==> config.mk <==
export PLATFORM = sky130hd
export DESIGN_NAME = scs8hd_aoi_pipe
export DESIGN_NICKNAME = d
export VERILOG_FILES = /design/src/rtl/scs8hd_aoi_pkg.sv /design/src/rtl/scs8hd_aoi_pipe_stage.sv /design/src/rtl/scs8hd_aoi_pipe.sv
export SDC_FILE = /design/constraint.sdc
export NUM_CORES = 1
export LEC_CHECK = 0
export ABC_AREA = 1
export BUFFER_PORTS_ARGS = -buffer_cell sky130_fd_sc_hd__buf_4
export CELL_PAD_IN_SITES_DETAIL_PLACEMENT = 1
export CELL_PAD_IN_SITES_GLOBAL_PLACEMENT = 2
export CORE_ASPECT_RATIO = 0.9
export CORE_MARGIN = 1.5
export CORE_UTILIZATION = 21
export CTS_CLUSTER_DIAMETER = 60
export DETAILED_ROUTE_END_ITERATION = 10
export PLACE_DENSITY = 0.81
export SKIP_CTS_REPAIR_TIMING = 1
export SLEW_MARGIN = 40
export SYNTH_ARGS = -nofsm -noshare
export SYNTH_HDL_FRONTEND = slang
export SYNTH_HIERARCHICAL = 1
export SYNTH_SLANG_ARGS = --single-unit
==> constraint.sdc <==
create_clock -name CLK -period 1.36 [get_ports CLK]
set_input_delay 0.204 -clock CLK [delete_from_list [all_inputs] [get_ports CLK]]
set_output_delay 0.204 -clock CLK [all_outputs]
set_load 0.05 [all_outputs]
==> src/rtl/scs8hd_aoi_pkg.sv <==
// Shared types and constants for the pipelined AND-OR-INVERT channel array.
// Used by scs8hd_aoi_pipe; see that file for the SCS8HD_AOI_TOGGLE_CNT_EN option.
package scs8hd_aoi_pkg;

  typedef enum logic [1:0] {
    AOI  = 2'b00,
    AO   = 2'b01,
    OAI  = 2'b10,
    RSVD = 2'b11
  } aoi_mode_e;

  localparam int TOGGLE_CNT_W = 16;
  localparam logic [TOGGLE_CNT_W-1:0] TOGGLE_CNT_MAX = 16'hFFFF;

  localparam int CHANNELS_MIN  = 1;
  localparam int CHANNELS_MAX  = 32;
  localparam int AND_WIDTH_MIN = 2;
  localparam int AND_WIDTH_MAX = 4;
  localparam int OR_WIDTH_MIN  = 1;
  localparam int OR_WIDTH_MAX  = 3;
  localparam int STAGES_MIN    = 1;
  localparam int STAGES_MAX    = 4;

endpackage

==> src/rtl/scs8hd_aoi_pipe_stage.sv <==
// One valid/ready register slot; loads on ld_i, otherwise holds its contents.
// Data only updates when a valid word arrives, so the last result stays on the output when empty.
module scs8hd_aoi_pipe_stage #(
  parameter int WIDTH = 4
) (
  input  logic             clk_i,
  input  logic             rst_ni,
  input  logic             ld_i,
  input  logic             vld_i,
  input  logic [WIDTH-1:0] data_i,
  output logic             vld_o,
  output logic [WIDTH-1:0] data_o
);

  logic             vld_d, vld_q;
  logic [WIDTH-1:0] data_d, data_q;

  always_comb begin
    vld_d  = vld_q;
    data_d = data_q;
    if (ld_i) begin
      vld_d = vld_i;
      if (vld_i) begin
        data_d = data_i;
      end
    end
  end

  always_ff @(posedge clk_i or negedge rst_ni) begin
    if (!rst_ni) begin
      vld_q  <= 1'b0;
      data_q <= '0;
    end else begin
      vld_q  <= vld_d;
      data_q <= data_d;
    end
  end

  assign vld_o  = vld_q;
  assign data_o = data_q;

endmodule

==> src/rtl/scs8hd_aoi_pipe.sv <==
// CHANNELS independent AOI/AO/OAI gates feeding a STAGES-deep valid/ready pipeline.
// Define SCS8HD_AOI_TOGGLE_CNT_EN to add per-channel delivered-output toggle counters.
module scs8hd_aoi_pipe
  import scs8hd_aoi_pkg::*;
#(
  parameter int CHANNELS  = 4,
  parameter int AND_WIDTH = 3,
  parameter int OR_WIDTH  = 2,
  parameter int STAGES    = 2
) (
  input  logic                          CLK,
  input  logic                          RESETB,
  input  logic                          IN_VALID,
  output logic                          IN_READY,
  input  logic [CHANNELS*AND_WIDTH-1:0] A,
  input  logic [CHANNELS*OR_WIDTH-1:0]  B,
  input  logic [1:0]                    MODE,
  output logic [CHANNELS-1:0]           Y,
  output logic                          OUT_VALID,
  input  logic                          OUT_READY,
  output logic                          BUSY
`ifdef SCS8HD_AOI_TOGGLE_CNT_EN
  ,
  input  logic                              TOGGLE_CLR,
  output logic [CHANNELS*TOGGLE_CNT_W-1:0]  TOGGLE_CNT
`endif
);

  if (CHANNELS < CHANNELS_MIN || CHANNELS > CHANNELS_MAX ||
      AND_WIDTH < AND_WIDTH_MIN || AND_WIDTH > AND_WIDTH_MAX ||
      OR_WIDTH < OR_WIDTH_MIN || OR_WIDTH > OR_WIDTH_MAX ||
      STAGES < STAGES_MIN || STAGES > STAGES_MAX) begin : g_bad_param
    $error("scs8hd_aoi_pipe: parameter out of range");
  end

  function automatic logic eval_ch(input logic [AND_WIDTH-1:0] a,
                                   input logic [OR_WIDTH-1:0]  b,
                                   input aoi_mode_e            m);
    case (m)
      AO:      return (&a) | (|b);
      OAI:     return ~((|a) & (&b));
      default: return ~((&a) | (|b));
    endcase
  endfunction

  logic [CHANNELS-1:0] y_eval;

  always_comb begin
    y_eval = '0;
    for (int ch = 0; ch < CHANNELS; ch++) begin
      y_eval[ch] = eval_ch(A[ch*AND_WIDTH +: AND_WIDTH],
                           B[ch*OR_WIDTH +: OR_WIDTH],
                           aoi_mode_e'(MODE));
    end
  end

  logic [STAGES-1:0]   vld_q;
  logic [STAGES-1:0]   rdy;
  logic [CHANNELS-1:0] data_q [STAGES];

  // Stage k can load unless it and every stage after it are full with the sink stalled;
  // this is the unrolled form of ready_k = ~valid_k | ready_(k+1).
  for (genvar k = 0; k < STAGES; k++) begin : g_stage
    logic                up_vld;
    logic [CHANNELS-1:0] up_data;

    assign rdy[k] = OUT_READY | ~(&vld_q[STAGES-1:k]);

    if (k == 0) begin : g_head
      assign up_vld  = IN_VALID;
      assign up_data = y_eval;
    end else begin : g_body
      assign up_vld  = vld_q[k-1];
      assign up_data = data_q[k-1];
    end

    scs8hd_aoi_pipe_stage #(
      .WIDTH (CHANNELS)
    ) u_stage (
      .clk_i  (CLK),
      .rst_ni (RESETB),
      .ld_i   (rdy[k]),
      .vld_i  (up_vld),
      .data_i (up_data),
      .vld_o  (vld_q[k]),
      .data_o (data_q[k])
    );
  end

  assign IN_READY  = rdy[0];
  assign OUT_VALID = vld_q[STAGES-1];
  assign Y         = data_q[STAGES-1];
  assign BUSY      = |vld_q;

`ifdef SCS8HD_AOI_TOGGLE_CNT_EN
  function automatic logic [TOGGLE_CNT_W-1:0] sat_inc(input logic [TOGGLE_CNT_W-1:0] c);
    return (c == TOGGLE_CNT_MAX) ? c : c + TOGGLE_CNT_W'(1);
  endfunction

  logic                    deliver;
  logic [CHANNELS-1:0]     prev_d, prev_q;
  logic [TOGGLE_CNT_W-1:0] cnt_d [CHANNELS];
  logic [TOGGLE_CNT_W-1:0] cnt_q [CHANNELS];

  assign deliver = OUT_VALID & OUT_READY;

  always_comb begin
    prev_d = prev_q;
    cnt_d  = cnt_q;
    if (TOGGLE_CLR) begin
      prev_d = '0;
      for (int ch = 0; ch < CHANNELS; ch++) begin
        cnt_d[ch] = '0;
      end
    end else if (deliver) begin
      prev_d = Y;
      for (int ch = 0; ch < CHANNELS; ch++) begin
        if (Y[ch] != prev_q[ch]) begin
          cnt_d[ch] = sat_inc(cnt_q[ch]);
        end
      end
    end
  end

  always_ff @(posedge CLK or negedge RESETB) begin
    if (!RESETB) begin
      prev_q <= '0;
      for (int ch = 0; ch < CHANNELS; ch++) begin
        cnt_q[ch] <= '0;
      end
    end else begin
      prev_q <= prev_d;
      cnt_q  <= cnt_d;
    end
  end

  for (genvar ch = 0; ch < CHANNELS; ch++) begin : g_cnt_out
    assign TOGGLE_CNT[ch*TOGGLE_CNT_W +: TOGGLE_CNT_W] = cnt_q[ch];
  end
`endif

endmodule
* Word-level counts from Yosys, hierarchy flattened *
Index checks and enable logic that the tools add are counted.

operators by class
  equality and inequality tests = 2
  multiplexer cells = 4
  bitwise operators = 20
  reduce and logical (&&, ||, !) cells = 20

operators by type and width
  operator            number
  $reduce_and 2->1    7
  $reduce_and 3->1    4
  $reduce_or 3->1     4
  $not 1->1           10
  $reduce_or 2->1     5
  $pmux 1 s2          4
  $or 1x1->1          6
  $and 1x1->1         4
  $eq 2x1->1 const B  1
  $eq 2x2->1 const B  1

storage, ports and cells
  register bits after elaboration = 10
  input port bits = 26
  output and inout bits = 7

* Longest topological paths before layout *
Gate-level depths: netlist of run 1.

  depth after elaboration = 4
  mapped depth = 9

* Cells and area by module *
Netlist of run 1, hierarchy kept.

modules (own cells, without submodules)
  module                 instances  cells an instance  area each (µm²)  seq. area each (µm²)
  scs8hd_aoi_pipe_stage  2          20                 190.2            125.1
  scs8hd_aoi_pipe        1          69                 290.3            0.0

* Worst setup path after synthesis of run 1 *
Ideal clock, no wire load.

  path kind = register -> register
  from = register g_stage[1].u_stage.vld_q
  to = register g_stage[0].u_stage.vld_q
  library setup time = 0.156 ns
  arrival time = 1.657 ns
  setup slack = -0.453 ns
  stages on the path, launching flop included = 4
  period minus slack after synthesis = 1.813 ns
  cell sequence = dfrtp_1 -> nand3_1 -> nand2_2 -> o21ai_0

on the way
  word-level cells in the longest chain between the ends = 3

ends and longest elaborated chain
  item                      RTL line                     text
  start: declaration        scs8hd_aoi_pipe_stage.sv:15  logic vld_d, vld_q;
  start signal: assignment  scs8hd_aoi_pipe_stage.sv:34  vld_q <= vld_d;
  $reduce_and 2->1          scs8hd_aoi_pipe.sv:67        assign rdy[k] = OUT_READY | ~(&vld_q[STAGES-1:k]);
  $not 1->1                 scs8hd_aoi_pipe.sv:67
  $or 1x1->1                scs8hd_aoi_pipe.sv:67
  named net IN_READY        scs8hd_aoi_pipe.sv:14        output logic IN_READY,
  end signal: assignment    scs8hd_aoi_pipe_stage.sv:34
  end: declaration          scs8hd_aoi_pipe_stage.sv:15

The timed path passes the listed nets, and every way through them passes these cells.
A chain may end at the register's enable or synchronous reset.

* Worst setup path after layout of run 1 *
  from = register g_stage[1].u_stage.vld_q
  to = output BUSY

on the way
  word-level cells in the longest chain between the ends = 1

ends and longest elaborated chain
  item              RTL line               text
  $reduce_or 2->1   scs8hd_aoi_pipe.sv:93  assign BUSY = |vld_q;
  end: declaration  scs8hd_aoi_pipe.sv:21  output logic BUSY

Every way passes these cells.

==> results of run 1 <==
## synth_stat cells (all sizes together)
master	count
dfrtp	10
ha	2
inv	14
nand2	55
nand3	17
nor2	8
o21ai	2
or2	1
## report_power, final
part / internal [uW] / switching, uW
Clock: 163 / 105
Sequential: 350 / 32.5
Combinational: 171 / 269
## routing by layer
metal | wire [um] | part of all wire | global-route usage
met5 | 0 | 0 | 0
met4 | 23 | 0.013 | 0.0571
met3 | 99 | 0.058 | 0.0200
met1 | 659 | 0.38 | 0.0932
met2 | 932 | 0.54 | 0.203
## critical path: stages (launching register included)
cell and delay [ps]:
dfrtp_2 430, or2_4 240, buf_8 150
## area by class of cell
cell class	instances	area (um2)
Sequential cell	10	251
Inverter	14	52.6
Fill cell	403	2000
Clock buffer	4	36.3
Tap cell	42	52.6
Multi-Input combinational cell	85	375
Timing Repair Buffer	35	273
## final timing paths
| kind | endpoint | from |
|---|---|---|
| max in group asynchronous | g_stage[1].u_stage/vld_o$_DFFE_PN0P_ | RESETB |
| hold / removal | g_stage[0].u_stage/data_o[3]$_DFFE_PN0P_ | IN_VALID |
| setup reg to reg | g_stage[1].u_stage/data_o[1]$_DFFE_PN0P_ | g_stage[1].u_stage/vld_o$_DFFE_PN0P_ |
| min in group asynchronous | g_stage[1].u_stage/vld_o$_DFFE_PN0P_ | RESETB |
| setup / recovery | BUSY | g_stage[1].u_stage/vld_o$_DFFE_PN0P_ |
| hold reg to reg | g_stage[1].u_stage/data_o[3]$_DFFE_PN0P_ | g_stage[1].u_stage/data_o[3]$_DFFE_PN0P_ |
## sequential cells by signal (all words and copies together) (netlist names)
signal / flops
g_stage.u_stage/data_o: 8
g_stage.u_stage/vld_o: 2
## per-stage QoR
step	area (um2)	cells	hold WS, ps
2_1_floorplan	677	109	-91.6
3_3_place_gp	977	184	37.9
3_5_place_dp	977	184	39.0
4_1_cts	1010	188	-260
5_1_grt	1040	190	235
6_report	1040	190	207
## logic make-up (layout without fill, tap and decap cells)
kind of cell / count (synthesis) / after routing
AOI/OAI and AO/OA: 2 / 2
and+or+nand+nor: 81 / 81
adders and majority gates: 2 / 2
DFF: 10 / 10
buffers and inverters: 14 / 53
==> metrics.txt, run 1 <==
Core ar. 3040 um2; Mapped Cells approximately 110; I/O Buffers 32; Tmin final 1300 ps; RSZ-0062 raised after global routing no; Root Buffer clkbuf_4; vias post-DR 793; Layout area overhead 55.2%; largest net degree at the start of global routing 11; Clk pin slew, worst setup/hold paths 70 ps; top cells by area, synth dfrtp_1 (37%), nand2_1 (30%), nand3_1 (13%); Hold/Removal Path Class primary input to register; Detail Route Antenna Nets 0; Die X 62.6 um; Worst slew margin 0.858; commonest non-fill, non-tap cells in the layout nand2_1 (53), buf_4 (33), nand3_1 (16); final WL 1.71 mm; GPL Wtd Cong between 0.6 and 0.7; synth warn 6; # diodes 0; final count of negative-setup-slack endpoints 0; drt first pass iters 4; layout net count 177; largest family of logic cells by synthesized area simple AND/OR/NAND/NOR gates; Starting Density 0.220; post-synth top area share 0.373; Via density 4.17; worst vdd ir about 270 uV; Final Hold Fails 0; Clk Latency, worst-skew pair 270 ps; fin util 0.342; final worst path period share 0.953; total clock buffers created by CTS 3; syn avg cell area 6.15 um2; CP Capture Type output pin; Cell Area, Synth 671 um2; Seq/Total Area, Yosys 0.373; post-synthesis mux area share 0; first-pass GRT wire length 2.86 mm; DRC 0; Initial DRC Count 12; synthesized flop and latch total 10; Synth Net Count 137; Die Span Y around 57 um; initial antenna violation count 0; hold path cells 3; Crit Path Max Fanout 5; Yosys cell types 9; Pleak roughly 0.00062 uW; Setup CP Type register to output pin; post-synthesis simple-gate area fraction 0.496; largest area contributor in the netlist dfrtp_1; actual slew at the worst max-slew pin 212 ps; Max Clk Rate just under 800 MHz; Synth Area in Compound Gates 0.0149; layout cells sized above 1 0.291; DP Worst Slack 196 ps; Slew Viols, Final 0; Worst Setup Slack, final ~64 ps; status finished, final reports clean; # clock sinks 10; Power, Total 1090 uW; Max Buffers Root-to-Sink 2; global route total overflow 0; DP HPWL 1.51 mm; register-to-register setup slack 390 ps; GRT Total Usage 0.101; max cap viols 0; CTS tree built; Adder-Cell Fraction of Synth Area 0.0373; num ports 33; pwr/cell area 1050 nW/um2; Final TNS setup 0 ps; vias in the first global route 767; crit path DAT 1090 ps; XOR/XNOR Fraction of Synth Area 0; final clock skew 0.339 ps; most common cell after layout, fill and taps aside nand2_1; CP Launch Type register; num rows 19; H-Tree Depth 1; cells on worst reg2reg path 4; Worst EP required 1160 ps; area of the die 3540 um2; WL/cell 9.02 um
(Power assumes the default switching activity.)
==> run 2: changes to the inputs <==
--- a/config.mk
+++ b/config.mk
@@ -14,7 +14,7 @@
 export CORE_UTILIZATION = 21
 export CTS_CLUSTER_DIAMETER = 60
 export DETAILED_ROUTE_END_ITERATION = 10
-export PLACE_DENSITY = 0.81
+export PLACE_DENSITY_LB_ADDON = 0.1
 export SKIP_CTS_REPAIR_TIMING = 1
 export SLEW_MARGIN = 40
 export SYNTH_ARGS = -nofsm -noshare
==> run 2 against run 1 <==
Register-to-register slack lost 30 ps. Flip-flop and latch count is the same. Sequential power barely moved. Highest routed layer is now met3. Count of clock-buffer cells in the layout stayed put. Via count shrank 0.76%. Largest cell class unchanged. Non-clock buffer count stayed put. Final cell count is the same. Combinational power about the same.
==> metrics.txt, run 2 (synthesized netlist as in run 1, its figures left out) <==
WL/cell 9.39 um (+4.1%); Slew Viols, Final 0 (unchanged); pwr/cell area 1010 nW/um2 (-4.0%); CP Launch Type register; Starting Density 0.220 (unchanged); Setup CP Type register to output pin; drt first pass iters 4 (unchanged); Hold/Removal Path Class primary input to register; Net Switching 405 uW (-0.48%); Sequential Power Share 0.370 (+0.019); RSZ-0062 raised after global routing no; # diodes 0 (unchanged); vias in the first global route 781 (+1.8%); Clk Latency, worst-skew pair 270 ps (about the same); Die Span Y 56.6 um (unchanged); worst vdd ir 613 uV (+120%); max FFs per register 8 (unchanged); internal power 633 uW (-7.5%); # clock sinks 10 (unchanged); H-Tree Depth 1 (unchanged); final count of negative-setup-slack endpoints 0 (unchanged); Pleak 0.000612 uW (-0.98%); layout net count 177 (unchanged); Clk pin slew, worst setup/hold paths 70 ps (about the same); Via density 4.14 (-0.76%); I/O Buffers 32 (unchanged); Clk pwr share 0.206 (-0.040); Detail Route Antenna Nets 0 (unchanged); Final Hold Fails 0 (unchanged); largest net degree at the start of global routing 11 (unchanged); DRC 0 (unchanged); Root Buffer clkbuf_4; Max Clk Rate 774 MHz (+0.24%); GRT Total Usage 0.114 (+0.0134); Max Buffers Root-to-Sink 2 (unchanged); most common cell after layout, fill and taps aside nand2_1; switching portion of total power 0.390 (+0.0173); Die X 62.6 um (unchanged); final worst path period share 0.950 (-0.00231); Worst slew margin 0.850 (-0.00799); max cap viols 0 (unchanged); vias post-DR 787 (-0.76%); Initial DRC Count 35 (+23); num ports 33 (unchanged); crit path DAT 1090 ps (about the same); first-pass GRT wire length 3.25 mm (+14%); total clock buffers created by CTS 3 (unchanged); DP HPWL 1.50 mm (-0.28%); global route total overflow 0 (unchanged); status finished, final reports clean; GPL Wtd Cong 0.756 (+8.0%); final WL 1.78 mm (+4.1%); num rows 19 (unchanged); initial antenna violation count 0 (unchanged); Combinational Power Share 0.423 (+0.020); CP Capture Type output pin; Worst EP required 1160 ps (about the same); actual slew at the worst max-slew pin 224 ps (+11.9 ps); Fin Hold WS 202 ps (-4.64 ps); Tmin final 1290 ps (-3.14 ps); Crit Path Max Fanout 5 (unchanged); cell area after layout 1030 um2 (-0.96%); area of the die 3540 um2 (unchanged); layout cells sized above 1 0.284 (-0.00676); Layout area overhead 53.7%; CTS tree built; commonest non-fill, non-tap cells in the layout nand2_1 (53), buf_4 (33), nand3_1 (16); Post-Place Cell Area 977 um2 (unchanged); Core ar. 3040 um2 (unchanged); final clock skew 6.36 ps (+6.02 ps)
[run 2: cell counts in the layout (fill, tap and decap cells not counted)]
No cell type changed its count.
[run 2: worst paths after layout]
| kind | to | from | slack, ps | cells past startpoint |
|---|---|---|---|---|
| max | BUSY | g_stage[1].u_stage/vld_o$_DFFE_PN0P_ | 70 | 2 |
| min in group asynchronous | g_stage[1].u_stage/data_o[0]$_DFFE_PN0P_ | RESETB | 290 | 2 |
| min | g_stage[0].u_stage/data_o[1]$_DFFE_PN0P_ | IN_VALID | 200 | 3 |
| min reg2reg | g_stage[0].u_stage/data_o[0]$_DFFE_PN0P_ | g_stage[0].u_stage/data_o[0]$_DFFE_PN0P_ | 480 | 2 |
| max reg2reg | g_stage[1].u_stage/vld_o$_DFFE_PN0P_ | g_stage[0].u_stage/vld_o$_DFFE_PN0P_ | 360 | 4 |
| max in group asynchronous | g_stage[1].u_stage/vld_o$_DFFE_PN0P_ | RESETB | 910 | 2 |
[run 2: stage by stage]
step | instances | TNS [ps] | power (uW) | utilization | setup WS (ps)
after floorplan | 109 | 0 | 644 | - | 17.5
after global placement | 184 | 0 | 810 | 0.321 | 205
after detailed placement | 184 | 0 | 818 | 0.321 | 173
after CTS | 188 | -19.9 | 1040 | 0.330 | -19.9
after global routing | 190 | 0 | 1120 | 0.339 | 23.9
final | 190 | 0 | 1040 | 0.339 | 67.4
[run 2: power groups by stage]
stage | Sequential [uW] | Combinational [uW] | Clock, uW
6_report | 384 | 439 | 214
2_1_floorplan | 500 | 144 | 0
4_1_cts | 384 | 430 | 225
3_3_place_gp | 387 | 424 | 0
5_1_grt | 391 | 484 | 247
3_5_place_dp | 389 | 429 | 0
[run 2: final cells by class]
class                           instances  area, um2
Inverter                               14       52.6
Clock buffer                            4       26.3
Timing Repair Buffer                   35        273
Fill cell                             408       2010
Tap cell                               42       52.6
Sequential cell                        10        251
Multi-Input combinational cell         85        375
[run 2: per-layer routing]
layer	track usage	routed length (um)
met5	0	0
met4	0.00952	0
met3	0.0461	134
met2	0.180	756
met1	0.153	893
[run 2: worst max-delay path, cell delays in order, from the launching register on]
cell	delay, ps
dfrtp_2	430
or2_4	240
buf_8	150
